### src/rtl/ad1939_pkg.sv
// Shared defaults, FSM state encoding and channel numbering for the AD1939 DAC-side deserializer.
package ad1939_pkg;

   localparam int DEF_DATA_WIDTH = 24;
   localparam int DEF_SLOT_WIDTH = 32;

   typedef enum logic {
      SYNC = 1'b0,
      RUN  = 1'b1
   } state_t;

   // Line k left -> 2k, line k right -> 2k+1 (side: 0 = left, 1 = right).
   function automatic int ch(input int line, input logic side);
      return 2 * line + (side ? 1 : 0);
   endfunction

endpackage

### src/rtl/ad1939_line_shifter.sv
// One dsdata line: MSB-first shift register loaded only while the bit-window enable is high.
// Latency 1 clk per bit; no backpressure, the word is consumed by the parent at the slot boundary.
module ad1939_line_shifter #(
   parameter int DATA_WIDTH = 24
) (
   input  logic                  clk,
   input  logic                  reset_n,
   input  logic                  shift_en,
   input  logic                  sdata,
   output logic [DATA_WIDTH-1:0] word
);

   always_ff @(posedge clk) begin
      if (!reset_n) begin
         word <= '0;
      end else if (shift_en) begin
         word <= {word[DATA_WIDTH-2:0], sdata};
      end
   end

endmodule

### src/rtl/ad1939_dac_deserializer.sv
// Recovers parallel samples from the oversampled AD1939 DAC I2S stream onto an Avalon-ST source.
// First word valid 4 clk after the boundary dbclk pin edge; a slot completing while words are pending is dropped.
module ad1939_dac_deserializer
   import ad1939_pkg::*;
#(
   parameter int DATA_WIDTH = DEF_DATA_WIDTH,
   parameter int SLOT_WIDTH = DEF_SLOT_WIDTH,
   parameter int N_LINES    = 2,
   parameter int CH_WIDTH   = $clog2(2 * N_LINES)
) (
   input  logic                  clk,
   input  logic                  reset_n,
   input  logic                  dac_dbclk,
   input  logic                  dac_dlrclk,
   input  logic [N_LINES-1:0]    dac_dsdata,
   output logic [DATA_WIDTH-1:0] avalon_st_data,
   output logic [CH_WIDTH-1:0]   avalon_st_channel,
   output logic                  avalon_st_valid,
   input  logic                  avalon_st_ready,
   output logic                  locked,
   output logic                  overflow,
   output logic                  frame_error
);

   localparam int CNT_W  = $clog2(SLOT_WIDTH + 1);
   localparam int IDX_W  = (N_LINES > 1) ? $clog2(N_LINES) : 1;
   localparam int LEFT_W = $clog2(N_LINES + 1);

   logic               bclk_s1, bclk_s2, bclk_d;
   logic               lr_s1, lr_s2, lr_q;
   logic [N_LINES-1:0] dat_s1, dat_s2, dat_q;
   logic               rise;

   logic               primed;
   logic               lr_prev;
   logic [CNT_W-1:0]   bit_cnt;
   logic               boundary;
   logic               shift_en;

   state_t             state_q, state_d;
   logic               slot_ok, slot_bad;

   logic [DATA_WIDTH-1:0] line_word [N_LINES];
   logic [DATA_WIDTH-1:0] pend_word [N_LINES];
   logic                  pend_side;
   logic [IDX_W-1:0]      rd_idx;
   logic [LEFT_W-1:0]     pend_left;
   logic                  accept;
   logic                  last_beat;
   logic                  can_load;

   // Data and lrclk are delayed alongside bclk so they are seen exactly as they were at the rise.
   always_ff @(posedge clk) begin
      if (!reset_n) begin
         bclk_s1 <= 1'b0;
         bclk_s2 <= 1'b0;
         bclk_d  <= 1'b0;
         lr_s1   <= 1'b0;
         lr_s2   <= 1'b0;
         lr_q    <= 1'b0;
         dat_s1  <= '0;
         dat_s2  <= '0;
         dat_q   <= '0;
         rise    <= 1'b0;
      end else begin
         bclk_s1 <= dac_dbclk;
         bclk_s2 <= bclk_s1;
         bclk_d  <= bclk_s2;
         lr_s1   <= dac_dlrclk;
         lr_s2   <= lr_s1;
         lr_q    <= lr_s2;
         dat_s1  <= dac_dsdata;
         dat_s2  <= dat_s1;
         dat_q   <= dat_s2;
         rise    <= bclk_s2 & ~bclk_d;
      end
   end

   // The first rise after reset only learns the lrclk level, so a reset never fakes a boundary.
   assign boundary = rise && primed && (lr_q != lr_prev);
   assign shift_en = rise && !boundary && (bit_cnt < CNT_W'(DATA_WIDTH));

   always_ff @(posedge clk) begin
      if (!reset_n) begin
         primed  <= 1'b0;
         lr_prev <= 1'b0;
         bit_cnt <= '0;
      end else if (rise) begin
         primed  <= 1'b1;
         lr_prev <= lr_q;
         if (boundary) begin
            bit_cnt <= '0;
         end else if (bit_cnt != CNT_W'(SLOT_WIDTH)) begin
            bit_cnt <= bit_cnt + 1'b1;
         end
      end
   end

   for (genvar k = 0; k < N_LINES; k++) begin : g_line
      ad1939_line_shifter #(
         .DATA_WIDTH(DATA_WIDTH)
      ) u_shift (
         .clk     (clk),
         .reset_n (reset_n),
         .shift_en(shift_en),
         .sdata   (dat_q[k]),
         .word    (line_word[k])
      );
   end

   always_ff @(posedge clk) begin
      if (!reset_n) begin
         state_q <= SYNC;
      end else begin
         state_q <= state_d;
      end
   end

   // bit_cnt still holds the last bit index of the ending slot when its boundary rise arrives.
   always_comb begin
      state_d  = state_q;
      slot_ok  = 1'b0;
      slot_bad = 1'b0;
      case (state_q)
         SYNC: begin
            if (boundary) begin
               state_d = RUN;
            end
         end
         RUN: begin
            if (boundary) begin
               if (bit_cnt == CNT_W'(SLOT_WIDTH - 1)) begin
                  slot_ok = 1'b1;
               end else begin
                  slot_bad = 1'b1;
                  state_d  = SYNC;
               end
            end
         end
         default: state_d = SYNC;
      endcase
   end

   assign avalon_st_valid   = (pend_left != '0);
   assign avalon_st_data    = pend_word[rd_idx];
   assign avalon_st_channel = CH_WIDTH'(ch(int'(rd_idx), pend_side));

   assign accept    = avalon_st_valid && avalon_st_ready;
   assign last_beat = accept && (pend_left == LEFT_W'(1));
   assign can_load  = (pend_left == '0) || last_beat;

   // Draining the last word on the boundary cycle frees the buffer in time for the new slot.
   always_ff @(posedge clk) begin
      if (!reset_n) begin
         for (int k = 0; k < N_LINES; k++) begin
            pend_word[k] <= '0;
         end
         pend_side   <= 1'b0;
         rd_idx      <= '0;
         pend_left   <= '0;
         locked      <= 1'b0;
         overflow    <= 1'b0;
         frame_error <= 1'b0;
      end else begin
         if (slot_ok && can_load) begin
            for (int k = 0; k < N_LINES; k++) begin
               pend_word[k] <= line_word[k];
            end
            pend_side <= lr_prev;
            rd_idx    <= '0;
            pend_left <= LEFT_W'(N_LINES);
         end else if (accept) begin
            rd_idx    <= last_beat ? '0 : rd_idx + 1'b1;
            pend_left <= pend_left - 1'b1;
         end

         if (slot_ok) begin
            locked <= 1'b1;
         end
         if (slot_ok && !can_load) begin
            overflow <= 1'b1;
         end
         if (slot_bad) begin
            frame_error <= 1'b1;
         end
      end
   end

endmodule
### config.mk
export PLATFORM = sky130hd
export DESIGN_NAME = ad1939_dac_deserializer
export DESIGN_NICKNAME = d
export VERILOG_FILES = /design/src/rtl/ad1939_pkg.sv /design/src/rtl/ad1939_line_shifter.sv /design/src/rtl/ad1939_dac_deserializer.sv
export SDC_FILE = /design/constraint.sdc
export NUM_CORES = 1
export LEC_CHECK = 0
export ABC_AREA = 1
export BUFFER_PORTS_ARGS = -buffer_cell sky130_fd_sc_hd__buf_2
export CAP_MARGIN = 20
export CORE_ASPECT_RATIO = 1.75
export CORE_MARGIN = 2
export CORE_UTILIZATION = 49
export CTS_BUF_LIST = sky130_fd_sc_hd__clkbuf_2
export DETAILED_ROUTE_END_ITERATION = 8
export GPL_ROUTABILITY_DRIVEN = 0
export GPL_TIMING_DRIVEN = 0
export PLACE_DENSITY = 0.67
export SYNTH_ARGS = -nofsm -noshare
export SYNTH_HDL_FRONTEND = slang
export SYNTH_SLANG_ARGS = --single-unit
### constraint.sdc
create_clock -name clk -period 6.6 [get_ports clk]
set_clock_uncertainty 0.15 [all_clocks]
set_input_delay 0.99 -clock clk [delete_from_list [all_inputs] [get_ports clk]]
set_output_delay 0.99 -clock clk [all_outputs]
set_load 0.03 [all_outputs]
==> flow_metrics.tcl, run 1 <==
set metrics [dict create \
    clock_latency_ps 640 \
    dieArea_sq_um 11320 \
    grt_pass1_wl_mm 15.53 \
    num_rows 49 \
    dp_hpwl_mm 6.628 \
    cp_slowest_cell "mux2_2" \
    cp.required_ps 5460 \
    fin_area_sq_um 5688 \
    ant_nets 0 \
    timing.hold.ws_ps 244.1 \
    clockRootBuffer "clkbuf_2" \
    grt_pass1_vias 3506 \
    die_w_um 81.29 \
    synth-seq-cells 126 \
    setup_tns_ps 0 \
    yosys_warnings 0 \
    synthCells 555 \
    postPlaceCellArea_sq_um 5484 \
    cts_made_buffers 17 \
    worstPathMaxFanout 10 \
    status "completed" \
    htree_num_levels 4 \
    p_per_area_nw_per_um2 251.3 \
    grt_max_degree 29 \
    firstDrtPassIters 4 \
    nNetsFinal 622 \
    synth_nets 566 \
    leakagePower_uw 0.002185 \
    final_common_cell "nor2_1" \
    drive_gt1_share_pct 20.71 \
    finalHoldViolCount 0 \
    tightest_slew_ps 544.8 \
    grt_util_all_layers_pct 18.20 \
    cts_tree "built" \
    antenna_found_initial 1 \
    cts_hold_buf 0 \
    cts_setup_buffers 0 \
    rsz0062_at_grt "false" \
    synth-seq-area-share_pct 58.62 \
    synth_cell_types 25 \
    wl_mm 9.168 \
    start_util_pct 50.03 \
    avgSynthCellArea_sq_um 9.230 \
    arrival_ps 2190 \
    maxCapViolations 0 \
    relSlewSlack_pct 63.55 \
    min_period_ps 3328 \
    final_cell_mix "nor2_1, inv_1, dfxtp_1" \
    startpoint_type "flop" \
    crit_top_cell "buf_2" \
    hp-class "reg2reg" \
    drt_first_iter_violations 164 \
    die_h_um 139.3 \
    peakVddDrop_v 0.0001795 \
    setup_viol 0 \
    synth_area_sq_um 5122 \
    core_sq_um 10240 \
    max_stage_delay_ps 380 \
    num_vias 3631 \
    endpoint_kind "output port" \
    cts_resized 0 \
    post_drt_wl_per_cell_um 12.21 \
    fmax_mhz 300.5 \
    cp_cell_sequence "clkbuf_1, buf_2, mux2_2, buf_2" \
    grt-ovfl-total 0 \
    crit_type "reg2out" \
    viasPerCell 4.835 \
    drcViolationCount 0 \
    drv_slew 0 \
    io_buffers 36 \
    clk_pin_slew_ps 160 \
    area_delta_synth_final_pct 11.04 \
    boundaryPins 37 \
    period_share_pct 50.42 \
    cts.sinks 126 \
    clockBufferDepth 2 \
]
==> worst max-delay path: cells and delay by family (launching register included) <==
kind | cells | cell delay [ps]
buf+inv | 3 | 830
mux | 1 | 380
flops | 1 | 340
==> path summary, 6_finish.rpt <==
check	startpoint	to	slack, ps	cells after the start
hold reg to reg	bclk_d	rise	240	1
hold / removal	bclk_d	rise	240	1
setup reg to reg	lr_prev	pend_word[0][0]	4140	7
setup / recovery	flop	avalon_st_data[5]	3270	4
==> report_power, final <==
group / internal [uW] / switching, uW
clock network: 168 / 251
logic: 55.3 / 104
registers: 837 / 13.5
total: 1060 / 369
==> synthesized netlist by cell type, drive strengths merged <==
library cell / count / area (sq um)
nor2: 169 / 744.5
mux2: 24 / 270.3
nand2: 36 / 135.1
xor2: 2 / 17.52
ha: 4 / 50.05
nand4: 8 / 50.05
o21ai: 53 / 265.3
a21oi: 7 / 35.03
and3: 1 / 6.260
clkbuf: 16 / 61.30
inv: 85 / 319.1
edfxtp: 48 / 1441
o211a: 1 / 10.01
buf: 13 / 95.08
nand3: 10 / 60.06
dfxtp: 78 / 1562
==> final cells by class <==
| class | count | area, sq um |
|---|---|---|
| buffer | 29 | 156.4 |
| clock buffer | 20 | 100.1 |
| tap | 127 | 158.9 |
| fill | 931 | 4551 |
| clock inverter | 11 | 101.3 |
| timing repair buffer | 37 | 200.2 |
| inverter | 85 | 319.1 |
| multi-input combinational | 315 | 1647 |
| sequential | 126 | 3003 |
| antenna | 1 | 2.502 |
==> per-layer routing <==
metal  track usage, %  up-vias  wire length (um)
li1                 -     1853                 -
met3            6.420       17               373
met2            33.13       82              5122
met1            17.76     1679              3470
met5                0        -                 0
met4            7.850        0               201
==> state kept, by name, summed over array words and instances (netlist names), 2 cells and up, named ones only <==
| name | count |
|---|---|
| g_line.u_shift.word | 48 |
| pend_word | 48 |
| bit_cnt | 6 |
| dat_q | 2 |
| dat_s1 | 2 |
| dat_s2 | 2 |
| pend_left | 2 |
==> through the flow <==
stage / power, uW / setup slack, ps / utilization [%] / std cells
after CTS: 1450 / 3171 / 55.53 / 750
final: 1429 / 3272 / 55.55 / 751
after global routing: 1504 / 3067 / 55.55 / 751
after global placement: 1023 / 2934 / 53.34 / 718
after floorplan: 986.8 / 3663 / - / 555
after detailed placement: 1029 / 3887 / 53.56 / 719
==> kinds of logic after synthesis <==
logic type | after synthesis | synth area share [%]
xor+xnor | 2 | 0.3420
mux | 24 | 5.276
compound gates | 61 | 6.057
flops | 126 | 58.62
fa+ha+maj | 4 | 0.9771
simple gates | 224 | 19.44
buf+inv | 114 | 9.281
Power figures use the tool's default switching activity.
==> inputs of run 2 (changes only) <==
Settings changed: PLACE_DENSITY 0.67 to 0.7.
Clock period 6.6 ns to 3.04 ns, I/O delays scaled along.
==> flow_metrics.tcl, run 2 (synthesized netlist as in run 1, its figures left out) <==
set metrics [dict create \
    wl_mm 9.291 \
    arrival_ps 2220 \
    core_sq_um 10240 \
    dieArea_sq_um 11320 \
    startpoint_type "flop" \
    postPlaceCellArea_sq_um 5484 \
    endpoint_kind "output port" \
    cp_slowest_cell "mux2_2" \
    firstDrtPassIters 4 \
    finalHoldViolCount 0 \
    die_w_um 81.29 \
    drv_slew 0 \
    final_cell_mix "nor2_1, inv_1, dfxtp_1" \
    top_regs "g_line.u_shift.word (48), pend_word (48), bit_cnt (6)" \
    cts_hold_buf 5 \
    grt-ovfl-total 0 \
    cp.required_ps 2430 \
    clockRootBuffer "clkbuf_2" \
    dp.cells 719 \
    cp_top_family "buffers and inverters" \
    relSlewSlack_pct 64.80 \
    min_period_ps 2826 \
    post_drt_wl_per_cell_um 12.27 \
    nNetsFinal 627 \
    io_buffers 36 \
    fin_area_sq_um 5824 \
    dp_hpwl_mm 6.610 \
    dp_slack_ps 703.3 \
    crit_type "reg2out" \
    viasPerCell 4.801 \
    leakagePower_uw 0.002237 \
    area_delta_synth_final_pct 13.70 \
    rsz0062_at_grt "false" \
    grt_util_all_layers_pct 18.10 \
    antenna_found_initial 1 \
    final_common_cell "nor2_1" \
    cp_cell_sequence "clkbuf_1, buf_2, mux2_2, buf_2" \
    cts_tree "built" \
    cp_num_buf_inv 3 \
    p_per_area_nw_per_um2 582.4 \
    clk_pin_slew_ps 180 \
    num_rows 49 \
    cts_made_buffers 17 \
    drive_gt1_share_pct 20.67 \
    boundaryPins 37 \
    cts_resized 0 \
    maxCapViolations 0 \
    peakVddDrop_v 0.0003053 \
    fmax_mhz 353.8 \
    num_vias 3634 \
    drcViolationCount 0 \
    worstPathMaxFanout 10 \
    die_h_um 139.3 \
    max_stage_delay_ps 370 \
    grt_pass1_wl_mm 15.61 \
    cts.sinks 126 \
    grt_pass1_vias 3555 \
    htree_num_levels 4 \
    ant_nets 0 \
    setup_slack_ps 213.9 \
    grt_max_degree 37 \
    final_cell_count_no_fill 757 \
    cts_setup_buffers 0 \
    clock_latency_ps 670 \
    clockBufferDepth 2 \
    start_util_pct 50.03 \
    hp-class "in2reg" \
    setup_viol 0 \
    drt_first_iter_violations 168 \
    crit_top_cell "buf_2" \
    status "completed" \
    period_share_pct 92.96 \
    tightest_slew_ps 528.0 \
]
[run 2: cell count changes in the layout (fill, tap and decap cells not counted), sizes merged]
cell,change
dlygate4sd3,+5
bufinv,+3
clkbuf,-2
clkinvlp,+1
clkinv,-1
[run 2: worst min-delay path, stage by stage]
cell	delay [ps]
buf_2	150
inv_1	160
nor2_1	120
[run 2: power breakdown]
group          switching, uW  internal, uW
logic                    227           124
clock network            580           614
registers               29.7          1820
total                    837          2560
[run 2: through the flow]
stage	power (uW)	hold WS (ps)	setup TNS [ps]	utilization (%)
after floorplan	2142	218.2	0	-
after global placement	2221	223.1	-7899	53.34
after detailed placement	2235	235.9	0	53.56
after CTS	3425	51.05	0	56.86
after global routing	3529	88.51	0	56.89
final	3392	95.16	0	56.89
[run 2: final cells by class]
type	count	area, sq um
plain buffers	29	156.4
flip-flops and latches	126	3003
inverters	85	319.1
well taps	127	158.9
repair buffers	42	250.2
multi-input cells	315	1647
fillers	872	4414
clock inverters	14	197.7
clock buffers	18	90.09
diodes	1	2.502
[run 2: metal layers]
metal / track usage, % / vias up / part of all wire (%)
met1: 18.35 / 1668 / 38
met4: 9.277 / 0 / 2.4
met5: 0 / - / 0
met2: 32.79 / 77 / 55
li1: - / 1866 / -
met3: 4.540 / 23 / 3.8
[run 2: final timing paths]
check          start           endpoint  slack, ps  cells past startpoint
max             flop  avalon_st_data[0]        210                      4
min          reset_n             primed        100                      3
max reg2reg  lr_prev    pend_word[0][0]        650                      7
min reg2reg   bclk_d               rise        260                      1
==> inputs of run 3 (changes only) <==
Settings changed: BUFFER_PORTS_ARGS -buffer_cell sky130_fd_sc_hd__buf_2 to -buffer_cell sky130_fd_sc_hd__buf_4.
==> flow_metrics.tcl, run 3 (synthesized netlist as in run 1, its figures left out) <==
set metrics [dict create \
    nFillCells 894 \
    p_per_area_nw_per_um2 566.2 \
    core_sq_um 10240 \
    peakVddDrop_v 0.0002988 \
    cp_cell_sequence "clkbuf_1, buf_2, mux2_2, buf_4" \
    hp-class "in2reg" \
    pwr-share-comb_pct 11.4 \
    startpoint_type "flop" \
    drive_gt1_share_pct 20.67 \
    clockBufferDepth 2 \
    start_util_pct 50.03 \
    dp_hpwl_mm 6.691 \
    p_clk_share_pct 33.2 \
    max_stage_delay_ps 380 \
    fmax_mhz 354.8 \
    crit_type "reg2out" \
    endpoint_kind "output port" \
    viasPerCell 4.811 \
    post_drt_wl_per_cell_um 12.56 \
    num_rows 49 \
    intPower_uw 2513 \
    top_regs "g_line.u_shift.word (48), pend_word (48), bit_cnt (6)" \
    setup_viol 0 \
    drv_slew 0 \
    cp_top_family "buffers and inverters" \
    status "completed" \
    final_cell_mix "nor2_1, inv_1, dfxtp_1" \
    grt_pass1_vias 3583 \
    grt_pass1_wl_mm 16.07 \
    boundaryPins 37 \
    worstPathMaxFanout 10 \
    utilization_pct 57.46 \
    ant_nets 0 \
    min_period_ps 2818 \
    leakagePower_uw 0.002257 \
    cts.sinks 126 \
    cp.required_ps 2430 \
    finalHoldViolCount 0 \
    io_buffers 36 \
    p_sw_uw 818.2 \
    final_common_cell "nor2_1" \
    seqPwrFrac_pct 55.5 \
    rsz0062_at_grt "false" \
    nNetsFinal 627 \
    firstDrtPassIters 4 \
    sw_frac_of_total_pct 24.56 \
    clockRootBuffer "clkbuf_2" \
    drt_first_iter_violations 227 \
    die_w_um 81.29 \
    maxCapViolations 0 \
    clock_latency_ps 680 \
    antenna_found_initial 1 \
    arrival_ps 2210 \
    period_share_pct 92.71 \
    cts_hold_buf 5 \
    num_vias 3642 \
    relSlewSlack_pct 63.52 \
    cts_resized 0 \
    grt_max_degree 29 \
    area_delta_synth_final_pct 14.85 \
    cts_tree "built" \
    htree_num_levels 4 \
    grt-ovfl-total 0 \
    wl_mm 9.509 \
    clk_pin_slew_ps 170 \
    cp_slowest_cell "mux2_2" \
    die_h_um 139.3 \
    tightest_slew_ps 545.3 \
    grt_util_all_layers_pct 18.55 \
    cts_setup_buffers 0 \
    dieArea_sq_um 11320 \
    cp_num_buf_inv 3 \
    cts_made_buffers 17 \
    drcViolationCount 0 \
    timing.hold.ws_ps 43.23 \
]
==> run 3: layer usage <==
layer | global-route usage, % | up-vias | wire (um)
met3 | 5.966 | 17 | 357
met1 | 18.95 | 1690 | 3659
met2 | 33.82 | 76 | 5318
met5 | 0 | - | 0
li1 | - | 1859 | -
met4 | 6.958 | 0 | 174
==> run 3: final timing paths <==
| check | cells past startpoint | slack (ps) | from | to |
|---|---|---|---|---|
| min reg2reg | 1 | 250 | bclk_d | rise |
| max reg2reg | 7 | 540 | lr_prev | pend_word[0][0] |
| max | 4 | 220 | flop | avalon_st_data[2] |
| min | 3 | 40 | reset_n | primed |
==> run 3: metrics by stage <==
step,instances,setup slack [ps],instance area [sq um],setup TNS (ps),power (uW)
floorplan,555,457.0,5122,0,2142
global placement,718,-163.6,5552,-7743,2248
detailed placement,719,571.4,5574,0,2260
CTS,756,136.4,5881,0,3364
global route,757,48.76,5883,0,3480
finish,757,221.5,5883,0,3331
==> run 3: final cells by class <==
| class | instances | area, sq um | area share [%] |
|---|---|---|---|
| Sequential cell | 126 | 3003 | 51.04 |
| Clock inverter | 10 | 146.4 | 2.488 |
| Tap cell | 127 | 158.9 | 2.701 |
| Inverter | 85 | 319.1 | 5.423 |
| Buffer | 29 | 156.4 | 2.658 |
| Antenna cell | 1 | 2.502 | 0.04254 |
| Clock buffer | 22 | 110.1 | 1.872 |
| Timing Repair Buffer | 42 | 340.3 | 5.785 |
| Multi-Input combinational cell | 315 | 1647 | 27.99 |
==> run 3: worst min-delay path: stages <==
cell    delay (ps)
buf_4          120
inv_1          140
nor2_1         120
==> run 3: power by group through the flow <==
stage	Combinational [uW]	Clock [uW]	Sequential (uW)
global placement	365	0	1880
detailed placement	376	0	1880
global route	417	1210	1860
finish	379	1100	1850
CTS	383	1130	1850
floorplan	266	0	1880
